### config.mk
export PLATFORM = sky130hd
export DESIGN_NAME = mem_port_arbiter_flat
export DESIGN_NICKNAME = d
export VERILOG_FILES = /design/src/rtl/mem_port_arbiter_if.sv /design/src/rtl/mem_port_arbiter.sv /design/src/flat_wrapper.sv
export SDC_FILE = /design/constraint.sdc
export NUM_CORES = 1
export LEC_CHECK = 0
export CAP_MARGIN = 20
export CORE_ASPECT_RATIO = 0.5
export CORE_UTILIZATION = 26
export CTS_CLUSTER_DIAMETER = 30
export DETAILED_ROUTE_END_ITERATION = 8
export PLACE_DENSITY_LB_ADDON = 0.2
export SYNTH_ARGS = -nofsm -noshare
export SYNTH_HDL_FRONTEND = slang
export SYNTH_SLANG_ARGS = --single-unit
### constraint.sdc
create_clock -name Clk -period 2.1 [get_ports Clk]
set_input_delay 0.315 -clock Clk [delete_from_list [all_inputs] [get_ports Clk]]
set_output_delay 0.315 -clock Clk [all_outputs]
set_load 0.02 [all_outputs]
### src/rtl/mem_port_arbiter_if.sv
// Bundle of the fetch, data and memory-macro signals around the unified-memory arbiter.
// The arbiter uses the slave view; the surrounding pipeline/memory uses the master view.
interface mem_port_arbiter_if #(
    parameter int ADDR_W = 32
);
    logic              IfReq;
    logic [ADDR_W-1:0] IfAddr;
    logic              IfFlush;
    logic [31:0]       IfRData;
    logic              IfDone;
    logic              IfStall;

    logic              DReq;
    logic              DWrite;
    logic              DByte;
    logic [ADDR_W-1:0] DAddr;
    logic [31:0]       DWData;
    logic [31:0]       DRData;
    logic              DDone;
    logic              DStall;

    logic              MReq;
    logic              MWrite;
    logic [3:0]        MByteEn;
    logic [ADDR_W-1:0] MAddr;
    logic [31:0]       MWData;
    logic              MReady;
    logic              MRspValid;
    logic [31:0]       MRData;

    logic              Busy;

    modport slave (
        input  IfReq, IfAddr, IfFlush, DReq, DWrite, DByte, DAddr, DWData,
               MReady, MRspValid, MRData,
        output IfRData, IfDone, IfStall, DRData, DDone, DStall,
               MReq, MWrite, MByteEn, MAddr, MWData, Busy
    );

    modport master (
        output IfReq, IfAddr, IfFlush, DReq, DWrite, DByte, DAddr, DWData,
               MReady, MRspValid, MRData,
        input  IfRData, IfDone, IfStall, DRData, DDone, DStall,
               MReq, MWrite, MByteEn, MAddr, MWData, Busy
    );
endinterface

### src/rtl/mem_port_arbiter.sv
// Arbitrates one single-ported memory between instruction fetch and data load/store,
// sequencing each access as request, accept, response, with fetch anti-starvation.
module mem_port_arbiter #(
    parameter int ADDR_W       = 32,
    parameter int MAX_D_STREAK = 4
) (
    input  logic              Clk,
    input  logic              Rst,
    mem_port_arbiter_if.slave bus
);
    localparam logic [1:0] ST_IDLE = 2'd0;
    localparam logic [1:0] ST_REQ  = 2'd1;
    localparam logic [1:0] ST_WAIT = 2'd2;

    localparam logic [1:0] OWN_NONE = 2'd0;
    localparam logic [1:0] OWN_IF   = 2'd1;
    localparam logic [1:0] OWN_D    = 2'd2;

    localparam int             SW         = $clog2(MAX_D_STREAK + 1);
    localparam logic [SW-1:0]  STREAK_MAX = SW'(MAX_D_STREAK);

    logic [1:0]        state_r;
    logic [1:0]        owner_r;
    logic [SW-1:0]     streak_r;
    logic              discard_r;
    logic              mreq_r;
    logic              mwrite_r;
    logic [3:0]        mbyteen_r;
    logic [ADDR_W-1:0] maddr_r;
    logic [31:0]       mwdata_r;
    logic [31:0]       if_rdata_r;
    logic              if_done_r;
    logic [31:0]       d_rdata_r;
    logic              d_done_r;

    logic              grant_d_s;
    logic              grant_if_s;
    logic              rsp_s;
    logic [ADDR_W-1:0] gnt_addr_s;
    logic              gnt_write_s;
    logic [3:0]        gnt_byteen_s;
    logic [31:0]       gnt_wdata_s;

    // Grant decision in IDLE: data wins unless the fetch has been starved for a full streak.
    always_comb begin
        grant_d_s  = 1'b0;
        grant_if_s = 1'b0;
        rsp_s      = (state_r == ST_WAIT) && bus.MRspValid;
        if (state_r == ST_IDLE) begin
            if (bus.DReq && !(bus.IfReq && (streak_r == STREAK_MAX))) begin
                grant_d_s = 1'b1;
            end else if (bus.IfReq && !bus.IfFlush) begin
                grant_if_s = 1'b1;
            end else begin
                grant_d_s  = 1'b0;
                grant_if_s = 1'b0;
            end
        end else begin
            grant_d_s  = 1'b0;
            grant_if_s = 1'b0;
        end
    end

    // Memory-side command for the winning requester; byte stores replicate the byte on all lanes.
    always_comb begin
        gnt_addr_s   = {bus.IfAddr[ADDR_W-1:2], 2'b00};
        gnt_write_s  = 1'b0;
        gnt_byteen_s = 4'hF;
        gnt_wdata_s  = 32'h0000_0000;
        if (grant_d_s) begin
            gnt_addr_s  = {bus.DAddr[ADDR_W-1:2], 2'b00};
            gnt_write_s = bus.DWrite;
            if (bus.DByte) begin
                gnt_byteen_s = 4'b0001 << bus.DAddr[1:0];
                gnt_wdata_s  = {4{bus.DWData[7:0]}};
            end else begin
                gnt_byteen_s = 4'hF;
                gnt_wdata_s  = bus.DWData;
            end
        end else begin
            gnt_addr_s  = {bus.IfAddr[ADDR_W-1:2], 2'b00};
            gnt_write_s = 1'b0;
        end
    end

    // Access sequencer: IDLE -> REQ (until accepted) -> WAIT (until response) -> IDLE.
    always_ff @(posedge Clk or negedge Rst) begin
        if (!Rst) begin
            state_r   <= ST_IDLE;
            owner_r   <= OWN_NONE;
            mreq_r    <= 1'b0;
            mwrite_r  <= 1'b0;
            mbyteen_r <= 4'h0;
            maddr_r   <= '0;
            mwdata_r  <= 32'h0000_0000;
        end else begin
            case (state_r)
                ST_IDLE: begin
                    if (grant_d_s || grant_if_s) begin
                        state_r   <= ST_REQ;
                        owner_r   <= grant_d_s ? OWN_D : OWN_IF;
                        mreq_r    <= 1'b1;
                        mwrite_r  <= gnt_write_s;
                        mbyteen_r <= gnt_byteen_s;
                        maddr_r   <= gnt_addr_s;
                        mwdata_r  <= gnt_wdata_s;
                    end
                end
                ST_REQ: begin
                    if (bus.MReady) begin
                        state_r <= ST_WAIT;
                        mreq_r  <= 1'b0;
                    end
                end
                ST_WAIT: begin
                    if (bus.MRspValid) begin
                        state_r <= ST_IDLE;
                        owner_r <= OWN_NONE;
                    end
                end
                default: begin
                    state_r <= ST_IDLE;
                    owner_r <= OWN_NONE;
                    mreq_r  <= 1'b0;
                end
            endcase
        end
    end

    // Consecutive data grants while a fetch waits; reaching the limit forces the next grant to fetch.
    always_ff @(posedge Clk or negedge Rst) begin
        if (!Rst) begin
            streak_r <= '0;
        end else if (grant_d_s && bus.IfReq) begin
            streak_r <= (streak_r == STREAK_MAX) ? streak_r : streak_r + SW'(1);
        end else if (grant_if_s || ((state_r == ST_IDLE) && !bus.IfReq)) begin
            streak_r <= '0;
        end
    end

    // A flushed fetch still completes on the memory side but its result is dropped.
    always_ff @(posedge Clk or negedge Rst) begin
        if (!Rst) begin
            discard_r <= 1'b0;
        end else if (rsp_s) begin
            discard_r <= 1'b0;
        end else if ((state_r != ST_IDLE) && (owner_r == OWN_IF) && bus.IfFlush) begin
            discard_r <= 1'b1;
        end
    end

    // Completion pulses and read-data capture, one cycle after the response.
    always_ff @(posedge Clk or negedge Rst) begin
        if (!Rst) begin
            if_done_r  <= 1'b0;
            d_done_r   <= 1'b0;
            if_rdata_r <= 32'h0000_0000;
            d_rdata_r  <= 32'h0000_0000;
        end else begin
            if_done_r <= 1'b0;
            d_done_r  <= 1'b0;
            if (rsp_s && (owner_r == OWN_IF) && !(discard_r || bus.IfFlush)) begin
                if_done_r  <= 1'b1;
                if_rdata_r <= bus.MRData;
            end
            if (rsp_s && (owner_r == OWN_D)) begin
                d_done_r <= 1'b1;
                if (!mwrite_r) begin
                    d_rdata_r <= bus.MRData;
                end
            end
        end
    end

    assign bus.MReq    = mreq_r;
    assign bus.MWrite  = mwrite_r;
    assign bus.MByteEn = mbyteen_r;
    assign bus.MAddr   = maddr_r;
    assign bus.MWData  = mwdata_r;
    assign bus.IfRData = if_rdata_r;
    assign bus.IfDone  = if_done_r;
    assign bus.DRData  = d_rdata_r;
    assign bus.DDone   = d_done_r;
    assign bus.IfStall = bus.IfReq & ~if_done_r;
    assign bus.DStall  = bus.DReq & ~d_done_r;
    assign bus.Busy    = (state_r != ST_IDLE);
endmodule
### src/flat_wrapper.sv
// flat-port wrapper written by rule: the top's interface ports become plain ports
module mem_port_arbiter_flat 
#(
    parameter int ADDR_W       = 32,
    parameter int MAX_D_STREAK = 4
)
  (Clk, Rst, bus_IfReq, bus_IfAddr, bus_IfFlush, bus_DReq, bus_DWrite, bus_DByte, bus_DAddr, bus_DWData, bus_MReady, bus_MRspValid, bus_MRData, bus_IfRData, bus_IfDone, bus_IfStall, bus_DRData, bus_DDone, bus_DStall, bus_MReq, bus_MWrite, bus_MByteEn, bus_MAddr, bus_MWData, bus_Busy);
  mem_port_arbiter_if #(.ADDR_W(ADDR_W)) bus_i ();
  input  logic Clk;
  input  logic Rst;
  input wire logic [$bits(bus_i.IfReq)-1:0] bus_IfReq;
  input wire logic [$bits(bus_i.IfAddr)-1:0] bus_IfAddr;
  input wire logic [$bits(bus_i.IfFlush)-1:0] bus_IfFlush;
  input wire logic [$bits(bus_i.DReq)-1:0] bus_DReq;
  input wire logic [$bits(bus_i.DWrite)-1:0] bus_DWrite;
  input wire logic [$bits(bus_i.DByte)-1:0] bus_DByte;
  input wire logic [$bits(bus_i.DAddr)-1:0] bus_DAddr;
  input wire logic [$bits(bus_i.DWData)-1:0] bus_DWData;
  input wire logic [$bits(bus_i.MReady)-1:0] bus_MReady;
  input wire logic [$bits(bus_i.MRspValid)-1:0] bus_MRspValid;
  input wire logic [$bits(bus_i.MRData)-1:0] bus_MRData;
  output wire logic [$bits(bus_i.IfRData)-1:0] bus_IfRData;
  output wire logic [$bits(bus_i.IfDone)-1:0] bus_IfDone;
  output wire logic [$bits(bus_i.IfStall)-1:0] bus_IfStall;
  output wire logic [$bits(bus_i.DRData)-1:0] bus_DRData;
  output wire logic [$bits(bus_i.DDone)-1:0] bus_DDone;
  output wire logic [$bits(bus_i.DStall)-1:0] bus_DStall;
  output wire logic [$bits(bus_i.MReq)-1:0] bus_MReq;
  output wire logic [$bits(bus_i.MWrite)-1:0] bus_MWrite;
  output wire logic [$bits(bus_i.MByteEn)-1:0] bus_MByteEn;
  output wire logic [$bits(bus_i.MAddr)-1:0] bus_MAddr;
  output wire logic [$bits(bus_i.MWData)-1:0] bus_MWData;
  output wire logic [$bits(bus_i.Busy)-1:0] bus_Busy;
  assign bus_i.IfReq = bus_IfReq;
  assign bus_i.IfAddr = bus_IfAddr;
  assign bus_i.IfFlush = bus_IfFlush;
  assign bus_i.DReq = bus_DReq;
  assign bus_i.DWrite = bus_DWrite;
  assign bus_i.DByte = bus_DByte;
  assign bus_i.DAddr = bus_DAddr;
  assign bus_i.DWData = bus_DWData;
  assign bus_i.MReady = bus_MReady;
  assign bus_i.MRspValid = bus_MRspValid;
  assign bus_i.MRData = bus_MRData;
  assign bus_IfRData = bus_i.IfRData;
  assign bus_IfDone = bus_i.IfDone;
  assign bus_IfStall = bus_i.IfStall;
  assign bus_DRData = bus_i.DRData;
  assign bus_DDone = bus_i.DDone;
  assign bus_DStall = bus_i.DStall;
  assign bus_MReq = bus_i.MReq;
  assign bus_MWrite = bus_i.MWrite;
  assign bus_MByteEn = bus_i.MByteEn;
  assign bus_MAddr = bus_i.MAddr;
  assign bus_MWData = bus_i.MWData;
  assign bus_Busy = bus_i.Busy;
  mem_port_arbiter #(.ADDR_W(ADDR_W), .MAX_D_STREAK(MAX_D_STREAK)) u_core (.Clk(Clk), .Rst(Rst), .bus(bus_i));
endmodule
# Yosys cells after proc, flatten, opt, wreduce, memory -nomap -nowiden
# Index checks and enable logic that the tools add are counted.
# Widths: inputs -> output; s select.
[word_totals] regBits=144 input_bits=137 out_inout_bits=139
[op_classes] addsub=1 n_eq_ne=9 shift=1 muxes=28 n_bitwise=7 reduce_logical=28
[ops] cell="$mux 32" count=3
[ops] cell="$mux 1" count=12
[ops] cell="$pmux 2 s3" count=2
[ops] cell="$logic_and 1x1->1" count=11
[ops] cell="$mux 2" count=5
[ops] cell="$mux 3" count=3
[ops] cell="$reduce_and 3->1" count=3
[ops] cell="$mux 4" count=2
[ops] cell="$ne 2x2->1 const B" count=4
[ops] cell="$reduce_and 2->1" count=3
[ops] cell="$reduce_bool 2->1" count=3
[ops] cell="$not 1->1" count=5
[ops] cell="$eq 2x1->1 const B" count=2
[ops] cell="$eq 2x2->1 const B" count=2
[ops] cell="$logic_not 1->1" count=4
[ops] cell="$shl 1x2->4 const A" count=1
[ops] cell="$add 3x1->3 const B" count=1
[ops] cell="$eq 3x3->1 const B" count=1
[ops] cell="$logic_or 1x1->1" count=3
[ops] cell="$pmux 1 s3" count=1
[ops] cell="$and 1x1->1" count=2
[ops] cell="$logic_not 2->1" count=1

# Depth between registers and ports, before layout
[logic_depth] depth_word=9 ltp_mapped=7 depth_no_buf=5

# Worst setup path before layout
# No wires, ideal clock.
[synth_timing] path_kind="register to register" start="register u_core.state_r[0]" end="register u_core.if_rdata_r[10], in the netlist u_core.bus.IfRData[10]" setup_ns=0.125 t_arrival_ns=1.598 required_time_ns=1.975 path_slack_ns=0.377 stages_incl_launch_ff=6 n_path_buf=2 path_cell_list="dfrtp_1 nand3b_1 or4_1 buf_2 buf_6 mux2_4"
[synth_via] elab_chain_cells=4
[synth_lines] item="start: declaration" line_no="mem_port_arbiter.sv:22" text="logic [1:0] state_r;"
[synth_lines] item="start signal: assignment" line_no="mem_port_arbiter.sv:89" text="state_r <= ST_IDLE;"
[synth_lines] item="start signal: assignment" line_no="mem_port_arbiter.sv:100" text="state_r <= ST_REQ;"
[synth_lines] item="start signal: assignment" line_no="mem_port_arbiter.sv:111" text="state_r <= ST_WAIT;"
[synth_lines] item="$eq 2x2->1" line_no="mem_port_arbiter.sv:48" text="rsp_s = (state_r == ST_WAIT) && bus.MRspValid;"
[synth_lines] item="$logic_and 1x1->1" line_no="mem_port_arbiter.sv:48"
[synth_lines] item="$logic_and 1x1->1 (2 in a row)" line_no="mem_port_arbiter.sv:162" text="if (rsp_s && (owner_r == OWN_IF) && !(discard_r || bus.IfFlush)) begin"
[synth_lines] item="end signal: assignment" line_no="mem_port_arbiter.sv:164" text="if_rdata_r <= bus.MRData;"
[synth_lines] item="end: declaration" line_no="mem_port_arbiter.sv:31" text="logic [31:0] if_rdata_r;"
# Every way passes these cells.
# A chain may end at the register's enable or synchronous reset.

# Final worst setup path
[layout_timing] start="input port bus_IfReq" end="output port bus_IfStall"
[layout_via] elab_chain_cells=1
[layout_lines] item="start: declaration" line_no="flat_wrapper.sv:11" text="input wire logic [$bits(bus_i.IfReq)-1:0] bus_IfReq;"
[layout_lines] item="$and 1x1->1" line_no="mem_port_arbiter.sv:184" text="assign bus.IfStall = bus.IfReq & ~if_done_r;"
[layout_lines] item="end: declaration" line_no="flat_wrapper.sv:24" text="output wire logic [$bits(bus_i.IfStall)-1:0] bus_IfStall;"
# Every way passes these cells.

==> metrics.yaml <==
drt:
  wl_per_cell_microns: 17.5
  vias: 4631
  drt-vias-per-instance: 4.47
  ant_nets: 0
  dr.pass1.iters: 4
  drt_iter0_markers: 193
  routed_wl_microns: 18100
  drc_errors: 0
yosys:
  ys_top_cells_by_area: "dfrtp_1, mux2_4, mux2_2"
  netlist.area_leader.share_pct: 58.5
  avgSynthCellArea_sq_um: 14.1
  ys_ff_latch: 142
  async_reset_ff_share_pct: 100
  synth_cell_types: 45
  netlist_top_cells_count: "dfrtp_1, mux2_2, o221a_2, or3_1, mux2_4"
  synth_enable_flop_cells: 0
  seq_area_frac_synth_pct: 58.5
  netlist_instances: 431
  syn_area_sq_mm: 0.00608
  ys.flop_type: "dfrtp_1"
  synth_most_common_cell: "dfrtp_1"
  yosysTopAreaCell: "dfrtp_1"
  yosysWarnings: 0
sta:
  hold_viol: 0
  slew_violations: 0
  setup_viol: 0
  rsz0062_at_grt: "false"
  finalClockSkew_ns: 0.00838
  fin_hold_ws_ns: 0.368
  fin_crit_sh_pct: 94.7
  fin_ws_ns: 0.110
  min_period_ns: 1.99
  fmax_mhz: 503
cts:
  ctsHtreeMaxLevel: 4
  cts_sinks: 142
  clkLatencyLatePin_ns: 0.43
  cts_max_path_buffers: 2
  cts_made_buffers: 17
  cts_root_buf: "clkbuf_16"
  cts_tree: "done"
  postCtsSetupRepairBufs: 0
  clk_pin_slew_ns: 0.06
power_and_ir_drop:
  power_density_mw_per_mm2: 1450
  leakage_nw: 4.27
  ir_worst_vdd_mv: 0.489
place:
  gp_congestion: 0.757
  dp_hpwl_microns: 13000
  port_buffers: 271
  placed_area_sq_mm: 0.00934
  pre_cts_ws_ns: -0.157
setup_path:
  endpoint_kind: "output pin"
  cp_max_fo: 4
  worstPathArrival_ns: 1.67
  crit_type: "in2out"
  worstPathRequired_ns: 1.78
  start_kind: "input pin"
die:
  core-area_sq_mm: 0.0229
  die_h_microns: 110
  dieArea_sq_mm: 0.0240
  rows: 39
  ios: 276
  die_w_microns: 218
  start_util_pct: 26.5
status:
  outcome: "finished clean"
layout:
  stdcell_area_sq_mm: 0.00998
  num-fill-cells: 2147
  diodes: 0
  fin_util_pct: 43.6
  synthToLayoutAreaGrowth_pct: 64.3
  nNetsFinal: 854
  drive_gt1_share_pct: 21.8
global_routing:
  grtUsageTotal_pct: 15.3
  grt_pass1_wl_microns: 27500
  antenna_found_initial: 0
  grt-ovfl-total: 0
  grt_max_degree: 41
  grt_pass1_vias: 4666
min_path:
  hold_class: "in2async"
flow_run:
  cap_violations: 0
==> layout make-up <==
| cell class | count | area (sq um) | share of cell area, % |
|---|---|---|---|
| Timing Repair Buffer | 299 | 3040 | 30.4 |
| Sequential cell | 142 | 3550 | 35.6 |
| Tap cell | 307 | 384 | 3.85 |
| Clock inverter | 14 | 190 | 1.91 |
| Clock buffer | 18 | 439 | 4.40 |
| Inverter | 11 | 41.3 | 0.414 |
| Multi-Input combinational cell | 244 | 2340 | 23.4 |
==> worst max-delay path: stages <==
cell             delay, ns
clkdlybuf4s50_1       0.48
buf_4                 0.13
nor2b_1               0.12
clkdlybuf4s50_1       0.63
==> through the flow <==
stage | setup TNS [ns] | cells | total power, mW
final | 0 | 1035 | 14.5
after global routing | 0 | 1035 | 15.3
after CTS | 0 | 1035 | 14.7
after detailed placement | -4.88 | 1002 | 11.3
after global placement | -4.84 | 1002 | 11.3
after floorplan | 0 | 432 | 7.88
==> sequential cells by signal, summed over array words and instances, names as in the netlist <==
signal / count
u_core.bus.MAddr: 30
u_core.discard_r: 1
u_core.bus.DRData: 32
u_core.bus.MWrite: 1
u_core.bus.DDone: 1
u_core.bus.MReq: 1
u_core.state_r: 2
u_core.bus.IfRData: 32
u_core.owner_r: 2
u_core.bus.MByteEn: 4
u_core.streak_r: 3
u_core.bus.IfDone: 1
u_core.bus.MWData: 32
==> routing by layer <==
layer  up-vias  wire (microns)  track usage [%]
li1       2186               -                -
met1      2347            7960             19.0
met2        80            9160             25.2
met3        18             699             4.28
met4         0             315             6.04
met5         -               0                0
==> cells by family (layout without fill, tap and decap cells) <==
kind of cell	count (synthesis)	count (layout)	share of synthesized area, %
AO/OA/AOI/OAI	85	85	13.0
AND/OR/NAND/NOR	67	67	6.86
other	1	2	0.0617
adder cells (fa/ha/maj)	2	2	0.412
buffers and inverters	46	342	3.62
flip-flops	142	142	58.5
multiplexers	88	88	17.6
==> cell usage in the layout (no fill, tap or decap), types with 3 or more instances in the layout <==
cell	count
nand2b_1	5
a32oi_1	3
dfrtp_1	142
clkdlybuf4s50_1	267
nand2_1	5
bufinv_16	4
nor3b_1	3
clkbuf_16	17
mux2i_1	24
clkinv_2	4
o2bb2ai_1	24
a22o_1	9
buf_12	9
nor2b_1	8
or3_1	30
inv_1	11
mux2_2	33
o21ai_0	5
buf_4	18
nor2_1	3
mux2_4	29
o221a_2	30
==> path summary, 6_finish.rpt <==
path	to	cells after the start	slack, ns	startpoint
setup / recovery	bus_IfStall	4	0.11	bus_IfReq
hold reg to reg	u_core.bus.MReq	2	0.48	u_core.bus.MReq
hold / removal	u_core.bus.IfRData[18]	2	0.37	Rst
max in group asynchronous	u_core.bus.DRData[10]	3	0.98	Rst
setup reg to reg	u_core.bus.IfRData[5]	4	0.22	u_core.state_r[0]
min in group Clk	u_core.bus.MByteEn[1]	2	0.43	bus_DByte
==> repair_timing <==
action	in CTS	in global routing
resized for setup	1	1
gates cloned	0	0
endpoints found under the hold margin	37	0
hold buffers	1	0
endpoints found under the setup margin	1	1
==> report_power, final <==
group | internal [mW] | switching, mW | leakage (nW)
sequential | 3.89 | 0.645 | 1.77
combinational | 3.54 | 3.14 | 2.20
clock | 2.02 | 1.23 | 0.306
total | 9.45 | 5.01 | 4.27
Note: power is estimated with default switching activity, not from simulation.
